## config.mk

```make
export PLATFORM = sky130hd
export DESIGN_NAME = mmio_uart_tx_flat
export DESIGN_NICKNAME = d
export VERILOG_FILES = /design/src/rtl/mmio_uart_tx_pkg.sv /design/src/rtl/mmio_uart_tx_if.sv /design/src/rtl/mmio_uart_tx_sync_fifo.sv /design/src/rtl/mmio_uart_tx.sv /design/src/flat_wrapper.sv
export SDC_FILE = /design/constraint.sdc
export NUM_CORES = 1
export LEC_CHECK = 0
export CORE_UTILIZATION = 57
export CTS_BUF_LIST = sky130_fd_sc_hd__clkbuf_2 sky130_fd_sc_hd__clkbuf_4 sky130_fd_sc_hd__clkbuf_8
export CTS_CLUSTER_DIAMETER = 40
export DETAILED_ROUTE_END_ITERATION = 12
export PLACE_DENSITY = 0.87
export SLEW_MARGIN = 15
export SYNTH_ARGS = -nofsm -noshare
export SYNTH_HDL_FRONTEND = slang
export SYNTH_SLANG_ARGS = --single-unit
```

## constraint.sdc

```tcl
create_clock -name clk -period 4.2 [get_ports clk]
set_input_delay 0.63 -clock clk [delete_from_list [all_inputs] [get_ports clk]]
set_output_delay 0.63 -clock clk [all_outputs]
set_load 0.01 [all_outputs]
```

## src/rtl/mmio_uart_tx_pkg.sv

```systemverilog
`default_nettype none
// ============================================================================
//  Module      : mmio_uart_tx_pkg
//  Description : Shared definitions for the memory-mapped UART transmitter.
//                Contains the register offsets, STATUS bit positions, the FSM
//                state encodings, the default base address and a helper that
//                packs the STATUS word.
//  Ports       : none (package)
//  Revision    : 1.0 - initial release
// ============================================================================
package mmio_uart_tx_pkg;

    // Default peripheral base address; bits [3:0] must stay zero.
    localparam logic [31:0] C_DEFAULT_BASE_ADDR = 32'h0000_1000;

    // Byte offsets of the registers inside the 16-byte window.
    localparam logic [3:0] C_UART_TXDATA = 4'h0;
    localparam logic [3:0] C_UART_STATUS = 4'h4;

    // Word index (a[3:2]) of each register; a[1:0] is ignored by the decoder.
    localparam logic [1:0] C_REG_TXDATA = C_UART_TXDATA[3:2];
    localparam logic [1:0] C_REG_STATUS = C_UART_STATUS[3:2];

    // STATUS bit positions.
    localparam int C_STAT_FULL      = 0;
    localparam int C_STAT_EMPTY     = 1;
    localparam int C_STAT_BUSY      = 2;
    localparam int C_STAT_OVF       = 3;
    localparam int C_STAT_COUNT_LSB = 4;
    localparam int C_STAT_COUNT_W   = 5;

    // FSM state encodings.
    localparam logic [1:0] C_ST_IDLE  = 2'd0;
    localparam logic [1:0] C_ST_START = 2'd1;
    localparam logic [1:0] C_ST_DATA  = 2'd2;
    localparam logic [1:0] C_ST_STOP  = 2'd3;

    typedef enum logic [1:0] {
        ST_IDLE  = C_ST_IDLE,
        ST_START = C_ST_START,
        ST_DATA  = C_ST_DATA,
        ST_STOP  = C_ST_STOP
    } uart_state_t;

    // Assemble the STATUS word; unused bits read as zero.
    function automatic logic [31:0] pack_status(
        input logic                      full,
        input logic                      empty,
        input logic                      busy,
        input logic                      ovf,
        input logic [C_STAT_COUNT_W-1:0] count
    );
        logic [31:0] w_word;
        w_word = '0;
        w_word[C_STAT_FULL]  = full;
        w_word[C_STAT_EMPTY] = empty;
        w_word[C_STAT_BUSY]  = busy;
        w_word[C_STAT_OVF]   = ovf;
        w_word[C_STAT_COUNT_LSB +: C_STAT_COUNT_W] = count;
        return w_word;
    endfunction

endpackage
`default_nettype wire

```

## src/rtl/mmio_uart_tx_if.sv

```systemverilog
`default_nettype none
// ============================================================================
//  Module      : mmio_uart_tx_if
//  Description : Core data-bus view seen by the UART transmitter. Carries the
//                same signals the core presents to dmem.
//  Signals     : we  - write strobe (MemWrite)
//                a   - byte address (ALU result)
//                wd  - write data
//                rd  - read data from the peripheral (combinational)
//                sel - peripheral address decode hit (combinational)
//  Revision    : 1.0 - initial release
// ============================================================================
interface mmio_uart_tx_if;
    logic        we;
    logic [31:0] a;
    logic [31:0] wd;
    logic [31:0] rd;
    logic        sel;

    // The core drives the request side and consumes read data + decode.
    modport master (
        output we, a, wd,
        input  rd, sel
    );

    // The peripheral consumes the request and returns read data + decode.
    modport slave (
        input  we, a, wd,
        output rd, sel
    );
endinterface
`default_nettype wire

```

## src/rtl/mmio_uart_tx_sync_fifo.sv

```systemverilog
`default_nettype none
// ============================================================================
//  Module      : mmio_uart_tx_sync_fifo
//  Description : Generic single-clock FIFO (the sync_fifo building block),
//                circular buffer with wrapping read/write pointers and a
//                separate occupancy counter. Reusable for a receive path.
//  Ports       : clk, rst        - clock, synchronous active-high reset
//                i_push/i_push_data - write request and data
//                i_pop           - read request (ignored when empty)
//                o_pop_data      - head entry (valid when not empty)
//                o_full/o_empty  - occupancy flags
//                o_count         - entries stored, 0..DEPTH
//                o_push_drop     - push rejected this cycle (full, no pop)
//  Revision    : 1.0 - initial release
// ============================================================================
module mmio_uart_tx_sync_fifo #(
    parameter int WIDTH = 8,
    parameter int DEPTH = 8          // power of two, 2..16
) (
    input  wire logic                         clk,
    input  wire logic                         rst,
    input  wire logic                         i_push,
    input  wire logic [WIDTH-1:0]             i_push_data,
    input  wire logic                         i_pop,
    output logic      [WIDTH-1:0]             o_pop_data,
    output logic                              o_full,
    output logic                              o_empty,
    output logic      [$clog2(DEPTH+1)-1:0]   o_count,
    output logic                              o_push_drop
);

    localparam int                 c_PTR_W     = $clog2(DEPTH);
    localparam int                 c_CNT_W     = $clog2(DEPTH + 1);
    localparam logic [c_CNT_W-1:0] c_DEPTH_CNT = c_CNT_W'(DEPTH);

    logic [WIDTH-1:0]   r_mem [DEPTH];
    logic [c_PTR_W-1:0] r_wr_ptr;
    logic [c_PTR_W-1:0] r_rd_ptr;
    logic [c_CNT_W-1:0] r_count;

    logic w_full;
    logic w_empty;
    logic w_do_pop;
    logic w_do_push;

    assign w_full   = (r_count == c_DEPTH_CNT);
    assign w_empty  = (r_count == '0);
    assign w_do_pop = i_pop && !w_empty;
    // A pop in the same cycle frees the slot the push lands in, so a push
    // while full is still accepted when the head leaves on this edge.
    assign w_do_push = i_push && (!w_full || w_do_pop);

    // Storage kept out of the reset domain so it can map onto RAM.
    always_ff @(posedge clk) begin
        if (w_do_push) begin
            r_mem[r_wr_ptr] <= i_push_data;
        end
    end

    // Pointers wrap naturally because DEPTH is a power of two.
    always_ff @(posedge clk) begin
        if (rst) begin
            r_wr_ptr <= '0;
            r_rd_ptr <= '0;
            r_count  <= '0;
        end else begin
            if (w_do_push) begin
                r_wr_ptr <= r_wr_ptr + 1'b1;
            end
            if (w_do_pop) begin
                r_rd_ptr <= r_rd_ptr + 1'b1;
            end
            case ({w_do_push, w_do_pop})
                2'b10:   r_count <= r_count + 1'b1;
                2'b01:   r_count <= r_count - 1'b1;
                default: r_count <= r_count;
            endcase
        end
    end

    assign o_pop_data  = r_mem[r_rd_ptr];
    assign o_full      = w_full;
    assign o_empty     = w_empty;
    assign o_count     = r_count;
    assign o_push_drop = i_push && !w_do_push;

endmodule
`default_nettype wire

```

## src/rtl/mmio_uart_tx.sv

```systemverilog
`default_nettype none
// ============================================================================
//  Module      : mmio_uart_tx
//  Description : Memory-mapped 8N1 UART transmitter sitting beside dmem on
//                the core data bus. Bytes written to TXDATA are queued in a
//                small FIFO and shifted out LSB first on `tx`.
//                Register map (offset a[3:2]):
//                  0x0 TXDATA  write: push wd[7:0]; read: 0
//                  0x4 STATUS  read : [0] full [1] empty [2] busy
//                                     [3] overflow (sticky) [8:4] count
//                              write: wd[3]=1 clears overflow
//                  0x8/0xC     read 0, writes ignored
//  Ports       : clk   - system clock
//                reset - synchronous, active-high reset
//                bus   - data-bus slave (we, a, wd in; rd, sel out)
//                tx    - UART serial output, idle high, registered
//  Revision    : 1.0 - initial release
// ============================================================================
module mmio_uart_tx
    import mmio_uart_tx_pkg::*;
#(
    parameter int          CLKS_PER_BIT = 868,   // >= 2
    parameter int          FIFO_DEPTH   = 8,     // power of two, 2..16
    parameter logic [31:0] BASE_ADDR    = C_DEFAULT_BASE_ADDR
) (
    input  wire logic          clk,
    input  wire logic          reset,
    mmio_uart_tx_if.slave      bus,
    output logic               tx
);

    localparam int                  c_CNT_W    = $clog2(FIFO_DEPTH + 1);
    localparam int                  c_BAUD_W   = $clog2(CLKS_PER_BIT);
    localparam logic [c_BAUD_W-1:0] c_BAUD_MAX = c_BAUD_W'(CLKS_PER_BIT - 1);

    // ------------------------------------------------------------------
    // Bus decode
    // ------------------------------------------------------------------
    logic       w_sel;
    logic [1:0] w_reg;
    logic       w_wr;
    logic       w_push;
    logic       w_ovf_clr;

    assign w_sel     = (bus.a[31:4] == BASE_ADDR[31:4]);
    assign w_reg     = bus.a[3:2];
    assign w_wr      = bus.we && w_sel;
    assign w_push    = w_wr && (w_reg == C_REG_TXDATA);
    assign w_ovf_clr = w_wr && (w_reg == C_REG_STATUS) && bus.wd[C_STAT_OVF];

    // Byte-lane bits and the rest of the write word carry no meaning here.
    logic w_unused;
    assign w_unused = &{1'b0, bus.a[1:0], bus.wd[31:8]};

    // ------------------------------------------------------------------
    // TX FIFO
    // ------------------------------------------------------------------
    logic [7:0]         w_head;
    logic               w_full;
    logic               w_empty;
    logic [c_CNT_W-1:0] w_count;
    logic               w_push_drop;
    logic               w_pop;

    uart_state_t r_state;

    // Only the idle FSM takes the head, so a byte pushed on edge N is
    // popped no earlier than edge N+1.
    assign w_pop = (r_state == ST_IDLE) && !w_empty;

    mmio_uart_tx_sync_fifo #(
        .WIDTH (8),
        .DEPTH (FIFO_DEPTH)
    ) u_fifo (
        .clk         (clk),
        .rst         (reset),
        .i_push      (w_push),
        .i_push_data (bus.wd[7:0]),
        .i_pop       (w_pop),
        .o_pop_data  (w_head),
        .o_full      (w_full),
        .o_empty     (w_empty),
        .o_count     (w_count),
        .o_push_drop (w_push_drop)
    );

    // ------------------------------------------------------------------
    // Sticky overflow flag. Set and clear live at different offsets, so
    // they never coincide.
    // ------------------------------------------------------------------
    logic r_ovf;

    always_ff @(posedge clk) begin
        if (reset) begin
            r_ovf <= 1'b0;
        end else if (w_push_drop) begin
            r_ovf <= 1'b1;
        end else if (w_ovf_clr) begin
            r_ovf <= 1'b0;
        end
    end

    // ------------------------------------------------------------------
    // Transmit FSM with baud counter. tx comes straight from a flop and
    // is updated together with each state transition, so the line level
    // always matches the state the FSM has just entered.
    // ------------------------------------------------------------------
    logic [c_BAUD_W-1:0] r_baud;
    logic [2:0]          r_bit_idx;
    logic [7:0]          r_shift;
    logic                r_tx;

    always_ff @(posedge clk) begin
        if (reset) begin
            r_state   <= ST_IDLE;
            r_baud    <= '0;
            r_bit_idx <= '0;
            r_shift   <= '0;
            r_tx      <= 1'b1;
        end else begin
            case (r_state)
                ST_IDLE: begin
                    r_tx <= 1'b1;
                    if (!w_empty) begin
                        r_shift <= w_head;
                        r_baud  <= c_BAUD_MAX;
                        r_tx    <= 1'b0;
                        r_state <= ST_START;
                    end
                end
                ST_START: begin
                    if (r_baud == '0) begin
                        r_baud    <= c_BAUD_MAX;
                        r_bit_idx <= '0;
                        r_tx      <= r_shift[0];
                        r_state   <= ST_DATA;
                    end else begin
                        r_baud <= r_baud - 1'b1;
                    end
                end
                ST_DATA: begin
                    if (r_baud == '0) begin
                        r_baud <= c_BAUD_MAX;
                        if (r_bit_idx == 3'd7) begin
                            r_tx    <= 1'b1;
                            r_state <= ST_STOP;
                        end else begin
                            // Next bit is shift[1] before the shift lands.
                            r_shift   <= {1'b0, r_shift[7:1]};
                            r_tx      <= r_shift[1];
                            r_bit_idx <= r_bit_idx + 1'b1;
                        end
                    end else begin
                        r_baud <= r_baud - 1'b1;
                    end
                end
                ST_STOP: begin
                    if (r_baud == '0) begin
                        r_tx    <= 1'b1;
                        r_state <= ST_IDLE;
                    end else begin
                        r_baud <= r_baud - 1'b1;
                    end
                end
                default: begin
                    r_tx    <= 1'b1;
                    r_state <= ST_IDLE;
                end
            endcase
        end
    end

    assign tx = r_tx;

    // ------------------------------------------------------------------
    // Read path: combinational from the address, zero when not selected.
    // ------------------------------------------------------------------
    logic [31:0] w_status;

    assign w_status = pack_status(w_full, w_empty, (r_state != ST_IDLE), r_ovf,
                                  C_STAT_COUNT_W'(w_count));

    assign bus.sel = w_sel;
    assign bus.rd  = (w_sel && (w_reg == C_REG_STATUS)) ? w_status : 32'h0;

endmodule
`default_nettype wire

```

## src/flat_wrapper.sv

```systemverilog
// flat-port wrapper written by rule: the top's interface ports become plain ports
module mmio_uart_tx_flat import mmio_uart_tx_pkg::*;
#(
    parameter int          CLKS_PER_BIT = 868,          
    parameter int          FIFO_DEPTH   = 8,                           
    parameter logic [31:0] BASE_ADDR    = C_DEFAULT_BASE_ADDR
)
  (clk, reset, tx, bus_we, bus_a, bus_wd, bus_rd, bus_sel);
  mmio_uart_tx_if bus_i ();
  input  wire logic clk;
  input  wire logic reset;
  output logic tx;
  input wire logic [$bits(bus_i.we)-1:0] bus_we;
  input wire logic [$bits(bus_i.a)-1:0] bus_a;
  input wire logic [$bits(bus_i.wd)-1:0] bus_wd;
  output wire logic [$bits(bus_i.rd)-1:0] bus_rd;
  output wire logic [$bits(bus_i.sel)-1:0] bus_sel;
  assign bus_i.we = bus_we;
  assign bus_i.a = bus_a;
  assign bus_i.wd = bus_wd;
  assign bus_rd = bus_i.rd;
  assign bus_sel = bus_i.sel;
  mmio_uart_tx #(.CLKS_PER_BIT(CLKS_PER_BIT), .FIFO_DEPTH(FIFO_DEPTH), .BASE_ADDR(BASE_ADDR)) u_core (.clk(clk), .reset(reset), .bus(bus_i), .tx(tx));
endmodule
```

# ---- Yosys cells after proc, flatten, opt, wreduce, memory -nomap -nowiden
# Memories as Yosys holds them, arrays and structs flattened. A register that Yosys moved wholly into a read port is not among the register bits.
# Index checks and enable logic that the tools add are counted.
dict set report op_classes {
  muxes 32
  addsub 6
  eq_ne 16
  n_reduce_logical 28
}
# cell n
set ops {}
lappend ops {{$mux 8} 4}
lappend ops {{$mux 10} 3}
lappend ops {{$pmux 10 s3} 1}
lappend ops {{$eq 28x9->1 const B} 1}
lappend ops {{$pmux 8 s2} 1}
lappend ops {{$mux 3} 5}
lappend ops {{$logic_not 10->1} 1}
lappend ops {{$mux 2} 5}
lappend ops {{$reduce_bool 2->1} 5}
lappend ops {{$sub 10x1->10 const B} 1}
lappend ops {{$add 3x1->3 const B} 3}
lappend ops {{$logic_and 1x1->1} 9}
lappend ops {{$mux 1} 9}
lappend ops {{$ne 2x1->1 const B} 4}
lappend ops {{$pmux 2 s4} 1}
lappend ops {{$pmux 4 s2} 1}
lappend ops {{$reduce_and 4->1} 2}
lappend ops {{$eq 2x1->1 const B} 3}
lappend ops {{$eq 2x2->1 const B} 3}
lappend ops {{$ne 2x2->1 const B} 3}
lappend ops {{$pmux 3 s2} 1}
lappend ops {{$reduce_and 5->1} 1}
lappend ops {{$add 4x1->4 const B} 1}
lappend ops {{$eq 4x4->1 const B} 1}
lappend ops {{other kinds (10)} 13}
dict set report totals {
  mem_bits_rw 64
  wordCells 92
  regBits 35
  mem_count 1
  output_inout_bits 34
}
# name words width read_ports rd_ports_with_merged_regs write_ports line_no
set mem_list {}
lappend mem_list {u_core.u_fifo.r_mem 8 8 1 1 1 mmio_uart_tx_sync_fifo.sv:36} ;# logic [WIDTH-1:0] r_mem [DEPTH];

# ---- Logic depth before layout (Yosys ltp)
# Gate-level depths: netlist of run 1.
dict set report logic_depth {
  depth_word 9
  mapped_depth 13
}

# ---- Cells and area by module
# A second synthesis of run 1 with hierarchy kept.
dict set report unflattened {
  hier_cells 386
  area_unflattened_um2 5018.6
}
# module instances cells_per_inst area_each_um2 seq_area_each_um2
set by_module_without_submodules {}
lappend by_module_without_submodules {mmio_uart_tx_sync_fifo 1 178 3221.8 2182.1}
lappend by_module_without_submodules {mmio_uart_tx 1 208 1796.7 500.5}

# ---- Worst setup path after synthesis of run 1
# No wires, ideal clock.
dict set report synth_timing {
  kind {input-to-reg}
  start {in bus_a[14]}
  end {mem u_core.u_fifo.r_mem[2][0], enable pin}
  setup_ps 398
  setup_slack_ps 1273
  arrival_ps 2529
  path_stages 5
  path_cell_list {nor4_2 -> nand4_4 -> nor2_4 -> nand2_1 -> nor4b_1}
}
dict set report synth_via {
  elab_chain_len 6
}
# element line_no
set synth_rtl {}
lappend synth_rtl {{start, declared} flat_wrapper.sv:14} ;# input wire logic [$bits(bus_i.a)-1:0] bus_a;
lappend synth_rtl {{$eq 28x9->1} mmio_uart_tx.sv:45} ;# assign w_sel = (bus.a[31:4] == BASE_ADDR[31:4]);
lappend synth_rtl {{$logic_and 1x1->1} mmio_uart_tx.sv:47} ;# assign w_wr = bus.we && w_sel;
lappend synth_rtl {{$logic_and 1x1->1} mmio_uart_tx.sv:48} ;# assign w_push = w_wr && (w_reg == C_REG_TXDATA);
lappend synth_rtl {{$logic_and 1x1->1} mmio_uart_tx_sync_fifo.sv:51} ;# assign w_do_push = i_push && (!w_full || w_do_pop);
lappend synth_rtl {{$mux 1} mmio_uart_tx_sync_fifo.sv:55} ;# if (w_do_push) begin
lappend synth_rtl {{$mux 1 (implied by the code)} mmio_uart_tx_sync_fifo.sv:56} ;# r_mem[r_wr_ptr] <= i_push_data;
lappend synth_rtl {{end, declared} mmio_uart_tx_sync_fifo.sv:36}
# Every way passes these cells.

# ---- Worst setup path in the final report of run 1
dict set report layout_timing {
  start {in bus_a[14]}
  end {out bus_rd[0]}
}
dict set report layout_via {
  elab_chain_len 3
}
# element line_no
set layout_rtl {}
lappend layout_rtl {{$eq 28x9->1} mmio_uart_tx.sv:45}
lappend layout_rtl {{$logic_and 1x1->1} mmio_uart_tx.sv:184} ;# assign bus.rd = (w_sel && (w_reg == C_REG_STATUS)) ? w_status : 32'h0;
lappend layout_rtl {{$mux 8} mmio_uart_tx.sv:184}
lappend layout_rtl {{end, declared} flat_wrapper.sv:16} ;# output wire logic [$bits(bus_i.rd)-1:0] bus_rd;
# Every way passes these cells.

==> results of run 1 <==
[report_power, final]
group          switching, W  internal [W]
registers          0.000143       0.00119
logic              0.000781      0.000590
clock network      0.000347      0.000232
total               0.00127       0.00201
[worst paths after layout]
| check | from | endpoint | slack (ns) | cells after the start |
|---|---|---|---|---|
| min | u_core.r_bit_idx[2] | u_core.r_bit_idx[2] | 0.47 | 2 |
| max reg2reg | u_core.r_state[0] | u_core.u_fifo.o_count[3] | 1.35 | 11 |
| min reg2reg | u_core.r_bit_idx[2] | u_core.r_bit_idx[2] | 0.47 | 2 |
| max | bus_a[14] | bus_rd[0] | 0.61 | 6 |
[tightest hold or removal path, stage by stage (launching register included)]
cell and delay (ns):
dfxtp_1 0.32, nand2_1 0.05, a21oi_1 0.05
[metal layers]
layer / up-vias / global-route usage, % / routed length [um]
met4: 0 / 8.085 / 114
met2: 84 / 40.30 / 4970
met3: 13 / 3.907 / 364
met5: - / 0 / 0
met1: 1597 / 28.09 / 4037
li1: 1505 / - / -
[cell families after synthesis]
family                     after synthesis
DFF                                    102
adders and majority gates               13
xor gates and xnor gates                 9
muxes                                   37
other                                    1
buffers and inverters                   52
and+or+nand+nor                        123
AOI/OAI and AO/OA                       45
[layout by cell type, fill, tap and decap left out, types with 3 or more instances in the layout]
master	count
buf_4	9
nand3_1	10
nor3b_1	5
clkbuf_8	9
conb_1	24
xor2_1	6
inv_1	11
clkdlybuf4s50_1	50
nor3_1	9
nor4b_1	3
and2_1	7
mux4_2	16
nor2b_1	3
mux2i_1	13
a211oi_1	6
nor2_1	25
a31oi_1	6
o21ai_0	3
ha_1	12
a21oi_1	11
nand4_1	7
edfxtp_1	64
xnor2_1	3
nor4_2	7
mux2_2	8
nand2_1	19
o2bb2ai_1	6
nand4b_1	3
dfxtp_1	38
[area by class of cell]
type | instances | area [um^2] | share of cell area [%]
multi-input cells | 251 | 2059 | 36.33
clock buffers | 10 | 131.4 | 2.317
well taps | 105 | 131.4 | 2.317
clock inverters | 6 | 55.05 | 0.9711
repair buffers | 59 | 568.0 | 10.02
inverters | 11 | 41.29 | 0.7283
flip-flops and latches | 102 | 2683 | 47.32
[flip-flops by register name, indices dropped and copies added, names as in the netlist, named ones only]
name and cells:
u_core.r_baud 10, u_core.u_fifo.r_rd_ptr 3, u_core.r_bit_idx 3, u_core.u_fifo.r_wr_ptr 3
u_core.u_fifo.o_count 4, u_core.tx 1, u_core.u_fifo.r_mem 64, u_core.r_shift 8
u_core.r_state 2, u_core.r_ovf 1
[through the flow]
stage	cells	utilization, %
floorplan	405	-
global placement	528	65.74
detailed placement	528	65.74
CTS	544	67.97
global route	544	67.97
finish	544	67.97
==> results.json, run 1 <==
{
  "cp-end-kind": "primary output",
  "setup_slack_ns": 0.6148,
  "required_ns": 3.57,
  "path_buf_inv": 2,
  "synth-compound-area-share_pct": 6.678,
  "grt_max_degree": 23,
  "h-tree-depth": 3,
  "path_class": "primary input to primary output",
  "synth-async-reset-ratio_pct": 0,
  "finalInstanceArea_um2": 5669,
  "root_buffer": "clkbuf_8",
  "p_total_w": 0.003279,
  "yosys.area.top_type": "edfxtp_1",
  "min_period_ns": 3.585,
  "fin_crit_sh_pct": 85.36,
  "vdd_drop_max_uv": 434.7,
  "finalSetupViolations": 0,
  "die_h_um": 95.51,
  "critPathMaxFanout": 9,
  "p_leak_nw": 1.914,
  "antenna_cells": 0,
  "dieArea_um2": 9121,
  "max_freq_mhz": 278.9,
  "place_congestion": 0.7871,
  "tightestPinTransition_ns": 0.8381,
  "synth-adder-area-share_pct": 3.415,
  "synth-simple-area-share_pct": 16.19,
  "drc": 0,
  "drv_cap": 0,
  "antenna_found_initial": 0,
  "relSlewSlack_pct": 43.95,
  "yosysTopAreaCellShare_pct": 38.56,
  "hold_path_class": "flip-flop to flip-flop",
  "cts_tree": "yes",
  "synth.distinct_cells": 60,
  "finalSetupTns_ns": 0,
  "synth_edf_count": 64,
  "ys_top_cells_by_count": "edfxtp_1, dfxtp_1, buf_4",
  "syn_area_um2": 4984,
  "clk_path_buf_depth": 2,
  "via_count": 3199,
  "rsz0062_at_grt": "false",
  "post_dp_cell_area_um2": 5483,
  "yosys_warnings": 0,
  "routedWlPerCell_um": 17.44,
  "drt_iter0_drc": 186,
  "cts.sinks": 102,
  "cpLargestDelayFamily": "simple AND/OR/NAND/NOR gates",
  "rows": 33,
  "finalHoldViolations": 0,
  "ys_ff_latch": 102,
  "synthXorXnorAreaFrac_pct": 1.582,
  "dpl.hpwl_um": 6551,
  "track_usage_pct": 22.80,
  "nNetsFinal": 514,
  "startpoint_type": "primary input",
  "final-max-slew-violation-count": 0,
  "viasPerCell": 5.881,
  "n_fill_cell": 605,
  "synth.area.top_cells": "edfxtp_1, dfxtp_1, mux4_2",
  "grt_pass1_vias": 3125,
  "worstPathArrival_ns": 2.96,
  "postCtsHoldBufs": 0,
  "overflow": 0,
  "clock_latency_ns": 0.37,
  "synth_top_family_by_area": "simple AND/OR/NAND/NOR gates",
  "muxShareOfSynthArea_pct": 11.65,
  "syn_area_per_cell_um2": 13.05,
  "crit_slowest_cell": "clkdlybuf4s50_1",
  "cp_slowest_stage_delay_ns": 0.52,
  "timing.hold.ws_ns": 0.4667,
  "first_pass_iters": 4,
  "io_pins": 101,
  "cts_resized": 0,
  "p_per_area_nw_per_um2": 578.4,
  "cts_buffers": 9,
  "path_clk_slew_ns": 0.09,
  "totalWireLength_um": 9487,
  "yosys_most_used_dff": "edfxtp_1",
  "worstPathCellList": "clkdlybuf4s50_1, nor4_2, nand4_4, nor4_4, and3_2, clkdlybuf4s50_1",
  "coreArea_um2": 8341,
  "drive_gt1_share_pct": 16.63,
  "final.setup_skew_ns": 0.01358,
  "post-cts-setup-buffers": 0,
  "die_x_um": 95.51,
  "grt_first_pass_wirelength_um": 15290,
  "place_ws_ns": 0.5073,
  "area_growth_pct": 13.76,
  "initial_core_util_pct": 59.75,
  "cp_common_cell": "clkdlybuf4s50_1",
  "netlist_instances": 382,
  "port_buffers": 50,
  "seq_area_frac_synth_pct": 53.83,
  "antenna_left": 0,
  "synth_most_common_cell": "edfxtp_1",
  "outcome": "complete, no violations"
}
Note: power is estimated with default switching activity, not from simulation.
==> run 2: changes to the inputs <==
--- a/config.mk
+++ b/config.mk
@@ -9,7 +9,10 @@
 export CTS_BUF_LIST = sky130_fd_sc_hd__clkbuf_2 sky130_fd_sc_hd__clkbuf_4 sky130_fd_sc_hd__clkbuf_8
 export CTS_CLUSTER_DIAMETER = 40
 export DETAILED_ROUTE_END_ITERATION = 12
+export GPL_TIMING_DRIVEN = 0
+export MAX_ROUTING_LAYER = met4
 export PLACE_DENSITY = 0.87
+export SETUP_SLACK_MARGIN = 0.2
 export SLEW_MARGIN = 15
 export SYNTH_ARGS = -nofsm -noshare
 export SYNTH_HDL_FRONTEND = slang
==> run 2 against run 1 <==
Critical endpoint unchanged. Critical path depth stayed put. Die area stayed put. Worst setup slack better by 0.035 ns. Largest power group unchanged. Combinational power is 9% higher. Non-clock buffer count is 36 higher. Global-route usage is 0.93 points higher. Clock skew hardly changed. Total power is 2.8% higher. Clock power is 2% higher. Hold slack better by 0.0094 ns.
==> results.json, run 2 (synthesis gave the netlist of run 1 again) <==
{
  "p_sw_w": 0.001291,
  "finalInstanceArea_um2": 5961,
  "p_leak_nw": 2.083,
  "worstPathCellList": "clkdlybuf4s50_1, nor4_2, nand4_4, nor4_4, and3_2, clkdlybuf4s50_1",
  "antenna_left": 0,
  "startpoint_type": "primary input",
  "post-cts-setup-buffers": 0,
  "pwr-share-comb_pct": 44.2,
  "busiest_layer": "met2",
  "root_buffer": "clkbuf_8",
  "initial_core_util_pct": 59.75,
  "cpLargestDelayFamily": "simple AND/OR/NAND/NOR gates",
  "track_usage_pct": 23.73,
  "vdd_drop_max_uv": 436.5,
  "first_pass_iters": 4,
  "cts_buffers": 9,
  "drive_gt1_share_pct": 22.53,
  "grt_first_pass_wirelength_um": 15510,
  "via_count": 3279,
  "cts_tree": "yes",
  "fin_cells": 580,
  "grt_max_degree": 20,
  "port_buffers": 50,
  "hold_path_class": "flip-flop to flip-flop",
  "final-max-slew-violation-count": 0,
  "cp_common_cell": "clkdlybuf4s50_1",
  "overflow": 0,
  "path_class": "primary input to primary output",
  "post_dp_cell_area_um2": 5771,
  "met3_usage_pct": 4.944,
  "io_pins": 101,
  "path_buf_inv": 2,
  "drc": 0,
  "clockPowerShare_pct": 17.5,
  "cts.sinks": 102,
  "dp_cells": 564,
  "tightestPinTransition_ns": 0.9428,
  "worstPathArrival_ns": 2.92,
  "drt_iter0_drc": 98,
  "path_clk_slew_ns": 0.10,
  "antenna_found_initial": 0,
  "required_ns": 3.57,
  "pwr-share-seq_pct": 38.3,
  "max_freq_mhz": 281.7,
  "dpl.hpwl_um": 6997,
  "dieArea_um2": 9121,
  "gr-usage-met2_pct": 41.61,
  "top_register": "u_core.u_fifo.r_mem",
  "min_period_ns": 3.550,
  "p_per_area_nw_per_um2": 565.6,
  "relSlewSlack_pct": 36.92,
  "finalSetupTns_ns": 0,
  "clk_path_buf_depth": 2,
  "nNetsFinal": 550,
  "drv_cap": 0,
  "final_common_cell": "edfxtp_1",
  "crit_slowest_cell": "clkdlybuf4s50_1",
  "final.setup_skew_ns": 0.01315,
  "rows": 33,
  "viasPerCell": 5.653,
  "area_growth_pct": 19.61,
  "cp_slowest_stage_delay_ns": 0.53,
  "totalWireLength_um": 9708,
  "fin_crit_sh_pct": 84.53,
  "n_fill_cell": 570,
  "finalHoldViolations": 0,
  "internal_power_w": 0.002080,
  "switching_share_pct": 38.30,
  "die_h_um": 95.51,
  "grt_use_met1_pct": 26.86,
  "cts_resized": 0,
  "coreArea_um2": 8341,
  "place_congestion": 0.8483,
  "antenna_cells": 0,
  "top_regs": "u_core.u_fifo.r_mem x64, u_core.r_baud x10, u_core.r_shift x8",
  "outcome": "complete, no violations",
  "rsz0062_at_grt": "false",
  "largest_reg_flops": 64,
  "cp-end-kind": "primary output",
  "routedWlPerCell_um": 16.74,
  "layout_common_cells": "edfxtp_1, clkdlybuf4s50_1, dfxtp_1",
  "grt_pass1_vias": 3242,
  "die_x_um": 95.51,
  "critPathMaxFanout": 9,
  "clock_latency_ns": 0.37,
  "h-tree-depth": 3,
  "finalSetupViolations": 0,
  "postCtsHoldBufs": 0
}
==> run 2: power groups by stage <==
stage | registers [W] | logic, W | clock network, W
CTS | 0.00129 | 0.00149 | 0.000599
global route | 0.00131 | 0.00165 | 0.000638
finish | 0.00129 | 0.00149 | 0.000590
global placement | 0.00130 | 0.00142 | 0
detailed placement | 0.00131 | 0.00147 | 0
floorplan | 0.00129 | 0.00117 | 0
==> run 2: worst min-delay path, stage by stage, from the launching register on <==
cell and delay (ns):
dfxtp_1 0.33, nand2_1 0.06, a21oi_1 0.05
==> run 2: through the flow <==
stage	util (%)	hold slack, ns	total power, W	setup slack (ns)
floorplan	-	0.4321	0.002457	1.273
global placement	68.36	0.4458	0.002726	-0.01972
detailed placement	69.19	0.4526	0.002782	0.5620
CTS	71.47	0.4735	0.003373	0.6181
global route	71.47	0.4974	0.003596	0.4879
finish	71.47	0.4761	0.003371	0.6498
==> run 2: final timing paths <==
path | depth (start not counted) | endpoint | slack, ns | startpoint
worst max-delay path | 6 | bus_rd[0] | 0.65 | bus_a[5]
worst min-delay path | 2 | u_core.r_bit_idx[2] | 0.48 | u_core.r_bit_idx[2]
worst max register to register | 12 | u_core.u_fifo.o_count[3] | 1.47 | u_core.u_fifo.o_count[3]
worst min register to register | 2 | u_core.r_bit_idx[2] | 0.48 | u_core.r_bit_idx[2]
==> run 2: final cells by class <==
type	count	area [um^2]	share of cell area [%]
tap	105	131.4	2.204
buffer	41	286.5	4.807
sequential	102	2683	45.00
clock inverter	6	58.81	0.9866
multi-input combinational	251	2098	35.20
timing repair buffer	54	530.5	8.900
inverter	11	41.29	0.6927
clock buffer	10	131.4	2.204
==> run 2: routing by layer <==
layer | share of wire [%] | vias up
li1 | - | 1573
met1 | 41 | 1586
met2 | 52 | 99
met3 | 5.3 | 21
met4 | 2.3 | 0
met5 | 0 | -
==> run 3: changes to the inputs <==
--- a/config.mk
+++ b/config.mk
@@ -5,13 +5,13 @@
 export SDC_FILE = /design/constraint.sdc
 export NUM_CORES = 1
 export LEC_CHECK = 0
-export CORE_UTILIZATION = 57
+export CORE_UTILIZATION = 53
 export CTS_BUF_LIST = sky130_fd_sc_hd__clkbuf_2 sky130_fd_sc_hd__clkbuf_4 sky130_fd_sc_hd__clkbuf_8
 export CTS_CLUSTER_DIAMETER = 40
 export DETAILED_ROUTE_END_ITERATION = 12
 export GPL_TIMING_DRIVEN = 0
 export MAX_ROUTING_LAYER = met4
-export PLACE_DENSITY = 0.87
+export PLACE_DENSITY = 0.82
 export SETUP_SLACK_MARGIN = 0.2
 export SLEW_MARGIN = 15
 export SYNTH_ARGS = -nofsm -noshare
==> constraint.sdc (replaced) <==
create_clock -name clk -period 3.55 [get_ports clk]
set_input_delay 0.5325 -clock clk [delete_from_list [all_inputs] [get_ports clk]]
set_output_delay 0.5325 -clock clk [all_outputs]
set_load 0.01 [all_outputs]
==> run 3 against run 2 <==
Cell area is 1.4% higher. Utilization is 5.5 points lower. Die area is 7.4% higher. Sequential power is 19% higher. Worst setup slack worse by 0.36 ns. Non-clock buffer count is 8 higher. First-iteration DRC count is 35% higher. Register-to-register slack worse by 0.58 ns.
==> results.json, run 3 (synthesis gave the netlist of run 1 again) <==
{
  "via_count": 3333,
  "worstReg2RegEnd": "u_core.u_fifo.o_count[3]",
  "r2r_slack_ns": 0.89,
  "top_regs": "u_core.u_fifo.r_mem x64, u_core.r_baud x10, u_core.r_shift x8",
  "cp-end-kind": "primary output",
  "drive_gt1_share_pct": 23.60,
  "clk_path_buf_depth": 2,
  "antenna_cells": 0,
  "h-tree-depth": 3,
  "initial_core_util_pct": 54.45,
  "dpl.hpwl_um": 7144,
  "hold_path_class": "flip-flop to flip-flop",
  "worstPathArrival_ns": 2.72,
  "required_ns": 3.02,
  "hold_depth": 2,
  "path_class": "primary input to primary output",
  "cts_tree": "yes",
  "tightestPinTransition_ns": 0.9320,
  "p_leak_nw": 2.129,
  "clock_latency_ns": 0.37,
  "antenna_left": 0,
  "die_h_um": 98.97,
  "antenna_found_initial": 0,
  "vdd_drop_max_uv": 400.7,
  "grt_max_degree": 20,
  "layout_common_cells": "edfxtp_1, clkdlybuf4s50_1, dfxtp_1",
  "root_buffer": "clkbuf_8",
  "drc": 0,
  "track_usage_pct": 21.96,
  "rsz0062_at_grt": "true",
  "final.setup_skew_ns": 0.01591,
  "cts.sinks": 102,
  "min_from": "u_core.r_bit_idx[2]",
  "rows": 35,
  "totalWireLength_um": 9967,
  "area_growth_pct": 21.24,
  "fin_cells": 594,
  "outcome": "complete, no violations",
  "p_per_area_nw_per_um2": 660.2,
  "finalSetupViolations": 0,
  "dieArea_um2": 9795,
  "final-max-slew-violation-count": 0,
  "grt_pass1_vias": 3248,
  "top_register": "u_core.u_fifo.r_mem",
  "io_pins": 101,
  "path_clk_slew_ns": 0.10,
  "viasPerCell": 5.611,
  "final_common_cell": "edfxtp_1",
  "coreArea_um2": 9153,
  "startpoint_type": "primary input",
  "grt_first_pass_wirelength_um": 16070,
  "relSlewSlack_pct": 37.53,
  "port_buffers": 50,
  "fin_crit_sh_pct": 91.72,
  "largest_reg_flops": 64,
  "routedWlPerCell_um": 16.78,
  "cts_buffers": 9,
  "overflow": 0,
  "place_congestion": 0.8233,
  "critPathMaxFanout": 8,
  "nNetsFinal": 558,
  "reg2regPathDepth": 12,
  "first_pass_iters": 4,
  "max_freq_mhz": 307.1,
  "drt_iter0_drc": 132,
  "min_period_ns": 3.256,
  "drv_cap": 0,
  "dp_cells": 569,
  "worstHoldEndpoint": "u_core.r_bit_idx[2]",
  "fin_util_pct": 66.02,
  "die_x_um": 98.97,
  "r2r-start": "u_core.u_fifo.o_count[3]",
  "finalHoldViolations": 0
}
-- run 3: cell types whose count changed in the layout (fill, tap and decap cells not counted), sizes merged --
cell      previous run  this run
buf                 36        44
inv                 12        16
clkbuf              19        18
clkinv               4         2
clkinvlp             1         0
-- run 3: metrics by stage --
stage / cell area (um^2) / worst slack, ns / setup TNS [ns] / total power [W] / hold slack [ns]
2_1_floorplan: 5070 / 0.7203 / 0 / 0.002907 / 0.4321
3_3_place_gp: 5709 / -0.6509 / -16.00 / 0.003239 / 0.4459
3_5_place_dp: 5763 / 0.04201 / 0 / 0.003304 / 0.4483
4_1_cts: 5963 / 0.2105 / 0 / 0.003995 / 0.4763
5_1_grt: 6042 / 0.1720 / 0 / 0.004258 / 0.4949
6_report: 6042 / 0.2940 / 0 / 0.003989 / 0.4741
-- run 3: worst max path at each step --
stage / start / endpoint / slack [ns] / cells after the start
6_report: bus_a[5] / bus_rd[0] / 0.29 / 7
5_1_grt: bus_a[30] / bus_rd[0] / 0.17 / 7
4_1_cts: bus_a[13] / bus_rd[0] / 0.21 / 7
3_5_place_dp: bus_a[20] / u_core.u_fifo.o_count[3] / 0.04 / 13
3_3_place_gp: bus_a[27] / u_core.u_fifo.r_mem[2][1] / -0.65 / 6
2_1_floorplan: bus_a[14] / u_core.u_fifo.r_mem[2][0] / 0.72 / 5
-- run 3: metal layers --
layer  share of wire [%]  up-vias  GRT usage, %
met3                 4.3       15         5.035
met5                   0        -             -
met2                  52       85         38.41
li1                    -     1595             -
met1                  42     1638         25.85
met4                 1.2        0         4.822
-- run 3: where the power goes --
part	internal, W	switching [W]	total, W
combinational	0.000783	0.000991	0.00177
clock	0.000271	0.000417	0.000688
sequential	0.00140	0.000124	0.00153
-- run 3: cell type report --
class                      instances  area (um^2)
fill                             680         3110
sequential                       102         2683
multi-input combinational        251         2125
timing repair buffer              62        583.1
buffer                            41        286.5
tap                              111        138.9
clock buffer                       9        123.9
clock inverter                     7        61.31
inverter                          11        41.29
-- run 3: worst max-delay path: stages --
cell and delay, ns:
clkdlybuf4s50_1 0.42, nor4_2 0.37, nand4_4 0.21, nor4_4 0.31, buf_4 0.19, and3_2 0.17, clkdlybuf4s50_1 0.52
-- run 3: repair_timing --
item | in CTS | in global routing
buffers inserted | 2 | 7
hold buffers | 0 | 0
gates resized for setup | 0 | 3
pin swaps | 1 | 3
setup endpoints to repair | 6 | 9
